--- src/rtl/fetch_stage_pkg.sv ---
// Shared fetch-stage definitions: reset PC, NOP encoding, fetch FSM states and
// the J-type target helper.
package fetch_stage_pkg;

   localparam logic [31:0] RESET_PC_DEFAULT = 32'h0000_0000;
   localparam logic [31:0] NOP              = 32'h0000_0000;

   typedef enum logic [1:0] {
      ST_FETCH   = 2'd0,
      ST_WAIT    = 2'd1,
      ST_HOLD    = 2'd2,
      ST_DISCARD = 2'd3
   } fetch_state_e;

   function automatic logic [31:0] j_target(input logic [31:0] pc_plus4,
                                            input logic [31:0] instr);
      return {pc_plus4[31:28], instr[25:0], 2'b00};
   endfunction

endpackage

--- src/rtl/fetch_stage_next_pc_sel.sv ---
// Combinational next-PC selection: branch beats JR beats J beats sequential,
// with a redirect flag whenever a non-sequential source wins.
module next_pc_sel (
   input  logic [31:0] pc_i,
   input  logic        branch_taken_i,
   input  logic [31:0] branch_target_i,
   input  logic        jr_en_i,
   input  logic [31:0] jr_target_i,
   input  logic        j_en_i,
   input  logic [31:0] j_target_i,
   output logic [31:0] next_pc_o,
   output logic        redirect_o
);

   always_comb begin
      next_pc_o  = pc_i + 32'd4;
      redirect_o = 1'b1;
      if (branch_taken_i)
         next_pc_o = branch_target_i;
      else if (jr_en_i)
         next_pc_o = jr_target_i;
      else if (j_en_i)
         next_pc_o = j_target_i;
      else
         redirect_o = 1'b0;
   end

endmodule

--- src/rtl/fetch_stage.sv ---
// MIPS instruction-fetch stage: PC, imem request FSM, one-entry stall buffer
// and the IF/ID pipeline register.
module fetch_stage
   import fetch_stage_pkg::*;
#(
   parameter logic [31:0] RESET_PC = RESET_PC_DEFAULT
) (
   input  logic         clk,
   input  logic         reset,
   input  logic         stall,
   input  logic         branch_taken,
   input  logic [31:0]  branch_target,
   input  logic [31:0]  jr_target,
   input  logic         id_j,
   input  logic         id_jr,
   output logic         imem_req,
   output logic [31:0]  imem_addr,
   input  logic         imem_ready,
   input  logic [31:0]  imem_data,
   output logic [31:0]  if_id_instr,
   output logic [31:0]  if_id_pc_plus4,
   output logic         if_id_valid,
   output fetch_state_e dbg_state
);

   fetch_state_e state_q;
   logic [31:0]  pc_q, pend_q, buf_instr_q, buf_pc4_q;
   logic [31:0]  if_id_instr_q, if_id_pc4_q;
   logic         buf_valid_q, if_id_valid_q;

   logic [31:0]  pc_plus4, next_pc;
   logic         redirect, j_en, jr_en;

   assign pc_plus4 = pc_q + 32'd4;
   // J/JR only act on a real instruction that the decoder is actually consuming.
   assign j_en     = id_j  & if_id_valid_q & ~stall;
   assign jr_en    = id_jr & if_id_valid_q & ~stall;

   next_pc_sel u_next_pc_sel (
      .pc_i            (pc_q),
      .branch_taken_i  (branch_taken),
      .branch_target_i (branch_target),
      .jr_en_i         (jr_en),
      .jr_target_i     (jr_target),
      .j_en_i          (j_en),
      .j_target_i      (j_target(if_id_pc4_q, if_id_instr_q)),
      .next_pc_o       (next_pc),
      .redirect_o      (redirect)
   );

   always_comb begin
      imem_req = 1'b0;
      case (state_q)
         ST_FETCH:   imem_req = ~stall;
         ST_WAIT:    imem_req = 1'b1;
         ST_DISCARD: imem_req = 1'b1;
         ST_HOLD:    imem_req = 1'b0;
         default:    imem_req = 1'b0;
      endcase
      if (reset)
         imem_req = 1'b0;
   end

   assign imem_addr      = pc_q;
   assign if_id_instr    = if_id_instr_q;
   assign if_id_pc_plus4 = if_id_pc4_q;
   assign if_id_valid    = if_id_valid_q;
   assign dbg_state      = state_q;

   always_ff @(posedge clk) begin
      if (reset) begin
         state_q       <= ST_FETCH;
         pc_q          <= RESET_PC;
         pend_q        <= 32'h0;
         buf_instr_q   <= NOP;
         buf_pc4_q     <= 32'h0;
         buf_valid_q   <= 1'b0;
         if_id_instr_q <= NOP;
         if_id_pc4_q   <= 32'h0;
         if_id_valid_q <= 1'b0;
      end else begin
         case (state_q)
            ST_FETCH: begin
               if (redirect) begin
                  if_id_instr_q <= NOP;
                  if_id_valid_q <= 1'b0;
                  buf_valid_q   <= 1'b0;
                  // An unanswered request must stay on the bus, so park the target.
                  if (imem_req && !imem_ready) begin
                     pend_q  <= next_pc;
                     state_q <= ST_DISCARD;
                  end else begin
                     pc_q <= next_pc;
                  end
               end else if (!stall) begin
                  if (imem_ready) begin
                     if_id_instr_q <= imem_data;
                     if_id_pc4_q   <= pc_plus4;
                     if_id_valid_q <= 1'b1;
                     pc_q          <= pc_plus4;
                  end else begin
                     if_id_instr_q <= NOP;
                     if_id_valid_q <= 1'b0;
                     state_q       <= ST_WAIT;
                  end
               end
            end
            ST_WAIT: begin
               if (redirect) begin
                  if_id_instr_q <= NOP;
                  if_id_valid_q <= 1'b0;
                  if (imem_ready) begin
                     pc_q    <= next_pc;
                     state_q <= ST_FETCH;
                  end else begin
                     pend_q  <= next_pc;
                     state_q <= ST_DISCARD;
                  end
               end else if (imem_ready) begin
                  pc_q <= pc_plus4;
                  if (stall) begin
                     buf_instr_q <= imem_data;
                     buf_pc4_q   <= pc_plus4;
                     buf_valid_q <= 1'b1;
                     state_q     <= ST_HOLD;
                  end else begin
                     if_id_instr_q <= imem_data;
                     if_id_pc4_q   <= pc_plus4;
                     if_id_valid_q <= 1'b1;
                     state_q       <= ST_FETCH;
                  end
               end else if (!stall) begin
                  if_id_instr_q <= NOP;
                  if_id_valid_q <= 1'b0;
               end
            end
            ST_HOLD: begin
               if (redirect) begin
                  if_id_instr_q <= NOP;
                  if_id_valid_q <= 1'b0;
                  buf_valid_q   <= 1'b0;
                  pc_q          <= next_pc;
                  state_q       <= ST_FETCH;
               end else if (!stall) begin
                  if_id_instr_q <= buf_valid_q ? buf_instr_q : NOP;
                  if_id_pc4_q   <= buf_pc4_q;
                  if_id_valid_q <= buf_valid_q;
                  buf_valid_q   <= 1'b0;
                  state_q       <= ST_FETCH;
               end
            end
            ST_DISCARD: begin
               if_id_instr_q <= NOP;
               if_id_valid_q <= 1'b0;
               if (redirect)
                  pend_q <= next_pc;
               // The returning word belongs to the squashed path and is dropped.
               if (imem_ready) begin
                  pc_q    <= redirect ? next_pc : pend_q;
                  state_q <= ST_FETCH;
               end
            end
            default: state_q <= ST_FETCH;
         endcase
      end
   end

endmodule

--- config.mk ---
export PLATFORM = sky130hd
export DESIGN_NAME = fetch_stage
export DESIGN_NICKNAME = d
export VERILOG_FILES = /design/src/rtl/fetch_stage_pkg.sv /design/src/rtl/fetch_stage_next_pc_sel.sv /design/src/rtl/fetch_stage.sv
export SDC_FILE = /design/constraint.sdc
export NUM_CORES = 1
export LEC_CHECK = 0
export BUFFER_PORTS_ARGS = -buffer_cell sky130_fd_sc_hd__buf_4
export CAP_MARGIN = 25
export CORE_MARGIN = 4
export CORE_UTILIZATION = 60
export DETAILED_ROUTE_END_ITERATION = 8
export GPL_TIMING_DRIVEN = 0
export PLACE_DENSITY = 0.86
export SYNTH_ARGS = -nofsm -noshare
export SYNTH_HDL_FRONTEND = slang
export SYNTH_SLANG_ARGS = --single-unit
--- constraint.sdc ---
create_clock -name clk -period 7.1 [get_ports clk]
set_clock_uncertainty 0.2 [all_clocks]
set_input_delay 0.355 -clock clk [delete_from_list [all_inputs] [get_ports clk]]
set_output_delay 0.355 -clock clk [all_outputs]
set_load 0.03 [all_outputs]
Yosys cells after proc, flatten, opt, wreduce, memory -nomap -nowiden
Cells that the tools add are included.
{ "word_totals": {"reg_bits": 196, "out_inout_bits": 100, "elab_cells": 126, "in_bits": 103} }
{ "op_classes": {"eq_ne": 26, "n_mux": 71, "addsub": 1, "n_reduce_logical": 13, "bitwise_logic": 6} }
{ "ops": {"columns": ["op", "count"], "rows": [
  ["$mux 32", 34],
  ["$pmux 32 s4", 2],
  ["$pmux 32 s3", 2],
  ["$add 32x3->32 const B", 1],
  ["$ne 2x2->1 const B", 15],
  ["$ne 3x3->1 const B", 8],
  ["$mux 2", 11],
  ["$mux 1", 18],
  ["$reduce_and 6->1", 2],
  ["$reduce_and 5->1", 2],
  ["$reduce_and 9->1", 1],
  ["$pmux 2 s4", 1],
  ["$pmux 1 s3", 2],
  ["$reduce_bool 3->1", 2],
  ["$and 1x1->1", 4],
  ["$eq 2x2->1 const B", 2],
  ["$pmux 1 s4", 1],
  ["$reduce_and 4->1", 1],
  ["$reduce_and 3->1", 1],
  ["$eq 2x1->1 const B", 1],
  ["$logic_not 2->1", 1],
  ["$not 1->1", 2],
  ["$reduce_or 2->1", 1],
  ["$logic_and 1x1->1", 1],
  ["$logic_not 1->1", 1]
]} }

Longest topological paths before layout
{ "depth": {"word_depth": 8, "depth_mapped": 11, "depth_no_buf": 8} }

Cells and area by module
A second synthesis with hierarchy kept.
{ "unflattened": {"hier_cells": 1359, "hier_area_um2": 10665.2} }
{ "by_module_without_submodules": {"columns": ["mod", "n_inst", "area_per_inst_um2", "cells_per_inst"], "rows": [
  ["fetch_stage", 1, 9263.9, 1131],
  ["next_pc_sel", 1, 1401.3, 228]
]} }

Worst setup path before layout
No wires, ideal clock.
{ "synth_path": {"path_kind": "reg-to-reg", "startpoint": "reg state_q[1], in the netlist dbg_state[1]", "endpoint": "reg state_q[1], in the netlist dbg_state[1]", "synth_period_minus_slack_ns": 3.021, "stages_incl_launch_ff": 9, "arrival_ns": 2.693, "required_ns": 6.772, "setup_slack_ns": 4.079, "path_cell_list": "dfxtp_1 -> ha_1 -> clkbuf_1 -> inv_1 -> a31oi_1 -> o21ai_0 -> a221oi_1 -> mux2i_1 -> nor2_1"} }
{ "synth_via": {"elab_chain_cells": 7} }
{ "synth_rtl": {"columns": ["element", "line", "text"], "rows": [
  ["start, declared", "fetch_stage.sv:26", "fetch_state_e state_q;"],
  ["start signal, assigned", "fetch_stage.sv:72", "state_q <= ST_FETCH;"],
  ["start signal, assigned", "fetch_stage.sv:91", "state_q <= ST_DISCARD;"],
  ["start signal, assigned", "fetch_stage.sv:104", "state_q <= ST_WAIT;"],
  ["$eq 2x2->1 or $eq 2x1->1 (tied branches)", "fetch_stage.sv:53", "case (state_q)"],
  ["$reduce_or 2->1 (no line)", null, null],
  ["$pmux 1 s3 (*)", "fetch_stage.sv:53", null],
  ["$mux 1 (*)", "fetch_stage.sv:60", "if (reset)"],
  ["net imem_req", "fetch_stage.sv:16", "output logic imem_req,"],
  ["$logic_and 1x1->1 (*)", "fetch_stage.sv:89", "if (imem_req && !imem_ready) begin"],
  ["$ne 3x3->1 (no line) (*)", null, null],
  ["$reduce_and 6->1 (no line) (*)", null, null]
]} }
The timed path passes the listed nets; every way through them passes the cells marked *.
A chain may end at the register's enable or synchronous reset.

Worst setup path in the final report
{ "layout_path": {"startpoint": "reg state_q[0], in the netlist dbg_state[0]", "endpoint": "reg pend_q[21]"} }
{ "layout_via": {"elab_chain_cells": 7} }
{ "layout_rtl": {"columns": ["element", "line", "text"], "rows": [
  ["$eq 2x2->1 or $eq 2x1->1 (tied branches)", "fetch_stage.sv:53, fetch_stage.sv:82", null],
  ["$reduce_or 2->1 (no line)", null, null],
  ["$pmux 1 s3", "fetch_stage.sv:53", null],
  ["$mux 1", "fetch_stage.sv:60", null],
  ["$logic_and 1x1->1", "fetch_stage.sv:89", null],
  ["$ne 2x2->1 (no line)", null, null],
  ["$reduce_and 5->1 (no line)", null, null],
  ["end signal, assigned", "fetch_stage.sv:90", "pend_q <= next_pc;"],
  ["end signal, assigned", "fetch_stage.sv:116", "pend_q <= next_pc;"],
  ["end signal, assigned", "fetch_stage.sv:156", "pend_q <= next_pc;"],
  ["end, declared", "fetch_stage.sv:27", "logic [31:0] pc_q, pend_q, buf_instr_q, buf_pc4_q;"]
]} }
Parallel ways exist; a longest one is shown, timed or not.

==> results.md <==
* Syn Inst Count at 1323
* Critical Path RT at 7.21 ns
* Iteration-0 DRC Markers at 1905
* Total number of vias at 12300
* Die ar. at 18900 µm²
* CTS Sinks at 196
* Count of final setup violators at 0
* Total CTS buffers at 17
* Core region area at 16500 µm²
* CTS tree: yes
* IO Pins at 203
* Kind of critical path: reg2reg
* CTS Buffer Depth at 2
* #FFs+latches synth at 196
* Layout Nets at 1683
* Synth warn at 0
* Residual DRC at 10
* Post-synthesis sequential area ratio at 39.1%
* Setup TNS at 0 ns
* GRT overflow at 0
* Element type at the critical path start: flip-flop
* Tightest Pin Transition at 1.23 ns
* Worst-path fanout max at 10
* Starting Density at 60.9%
* Maximum clock frequency at 0.273 GHz
* Failing checks: DRC
* Clock slew at reported path FFs at 0.08 ns
* Ranking of synthesized cells by area: dfxtp_1, nand2_1, a21oi_1
* GRT Total Usage at 46.7%
* Vias in the first global route at 11500
* Nature of the critical path endpoint: flip-flop
* Final ANT Viol Nets at 0
* FFs w/ async S/R, synth at 0%
* Power per cell area at 347 nW/µm²
* Crit share post-route at 51.7%
* Leak at 0.00487 µW
* Clock Latency Late Sink at 0.46 ns
* HPWL after DPL at 31200 µm
* RSZ-0062 raised after global routing: no
* Worst vdd ir at 0.000190 V
* Synth top cells by count: nand2_1, dfxtp_1, nor2_1, a21oi_1, clkbuf_1
* Synth unique cells at 73
* Initial antenna violation count at 1
* Drt first pass iters at 9
* Number of flops mapped to enable cells by yosys at 0
* Layout fillers at 1147
* Most frequent cell after synthesis: nand2_1
* Commonest register cell after synthesis: dfxtp_1
* Status: complete, but fails checks
* Largest net degree at the start of global routing at 20
* Fin. max-slew vios at 0
* Post-CTS Setup Bufs at 0
* Final Hold Vio Count at 0
* First-pass GRT wire length at 66400 µm
* PortBufs at 200
* Max cap viols at 0
* Die height at 137 µm
* Drt wl/cell at 24.7 µm
* Ant diodes at 0
* Slew Limit Headroom at 18.0%
* Routed wire length at 44700 µm
* Yosys top cell by area: dfxtp_1
* CP arrival at 3.78 ns
* Vias per inst at 6.80
* H-tree Lvls at 4
* RD Place Congestion at 1.05
* # rows at 47
* Die Wd at 137 µm
* Tmin final at 3.67 ns
* Share of cells above drive strength 1 at 17.3%
* Worst min path class: in2reg
* DP Area at 11800 µm²
* Syn Std Cell Area at 10000 µm²
* Clock root cell: clkbuf_16
* Total chip power at 4420 µW
* Mapped Nets at 1432
* Avg Cell Area, Syn at 7.58 µm²
* Final Instance Area at 12700 µm²
* Synth top area share at 39.1%
* Layout Area Growth over Synthesis at 26.7%
## registers in the layout, summed over array words and instances (netlist names)
name	count
buf_instr_q	32
buf_pc4_q	32
buf_valid_q	1
dbg_state	2
if_id_instr	32
if_id_pc_plus4	32
if_id_valid	1
imem_addr	32
pend_q	32
## layout by cell type (no fill, tap or decap), drive strengths merged, types with 33 or more instances in the layout
| cell | n |
|---|---|
| a211oi | 80 |
| nand2 | 202 |
| a21oi | 126 |
| nor2 | 159 |
| nor3 | 38 |
| o21ai | 69 |
| buf | 235 |
| inv | 33 |
| a22oi | 40 |
| clkbuf | 106 |
| dfxtp | 196 |
## final timing paths
path                      startpoint                  to  slack [ns]  cells after the start
hold reg to reg   if_id_pc_plus4[12]  if_id_pc_plus4[12]        0.25                      2
hold / removal         imem_data[18]     buf_instr_q[18]       0.008                      3
setup / recovery        dbg_state[0]          pend_q[21]        3.43                      8
setup reg to reg        dbg_state[0]          pend_q[21]        3.43                      8
## cell families (layout without fill, tap and decap cells)
| family | after synthesis | in the layout | synth area share (%) |
|---|---|---|---|
| XOR/XNOR | 26 | 26 | 2.27 |
| AND/OR/NAND/NOR | 503 | 503 | 22.3 |
| adder cells (fa/ha/maj) | 6 | 6 | 0.748 |
| flip-flops | 196 | 196 | 39.1 |
| buffers and inverters | 148 | 412 | 5.87 |
| AO/OA/AOI/OAI | 435 | 435 | 28.8 |
| multiplexers | 9 | 9 | 0.911 |
## where the power goes
group | total [µW] | internal, µW | switching, µW | leakage (µW)
registers | 1490 | 1290 | 198 | 0.00160
clock network | 1000 | 500 | 503 | 0.000281
logic | 1920 | 617 | 1300 | 0.00299
total | 4420 | 2410 | 2000 | 0.00487
## metrics by stage
stage                     cells  hold WS [ns]  setup WS [ns]  utilization [%]
after floorplan            1323         0.234           4.08                -
final                      1807       0.00770           3.43             77.2
after CTS                  1806       0.00138           3.59             77.2
after global routing       1807        0.0168           3.28             77.2
after global placement     1743         0.239           3.58             71.7
after detailed placement   1744         0.246           3.63             71.7
## layer usage
metal  track usage (%)  up-vias  share of wire, %  wire length [µm]
met1              57.4     5585                35             15800
met5                 0        -             0.029                13
met3              15.8      264                15              6780
met2              71.9     1161                43             19100
li1                  -     5271                 -                 -
met4              26.1        2               6.9              3070
## cell type report
class                      count  area [µm²]  area share, %
tap                          220         275           2.17
inverter                      26        97.6          0.768
clock inverter                15         165           1.30
timing repair buffer         232        1810           14.3
sequential                   196        3920           30.9
multi-input combinational    979        5520           43.4
buffer                       122         492           3.87
clock buffer                  17         425           3.35
## critical path, cell delays in order, from the launching register on
cell      delay, ns
dfxtp_1        0.42
ha_1           0.21
clkbuf_1       0.53
a211oi_1       0.16
a211oi_1       0.81
nand2_1        0.38
clkbuf_1       0.44
a211oi_1       0.30
nor3_1         0.07
## what timing repair did
| item | CTS | global route |
|---|---|---|
| endpoints found under the hold margin | 30 | 0 |
| gates resized for setup | 0 | 0 |
| hold buffers | 30 | 0 |
| setup endpoints to repair | 0 | 0 |
No activity file was read; power rests on OpenSTA's default activity.
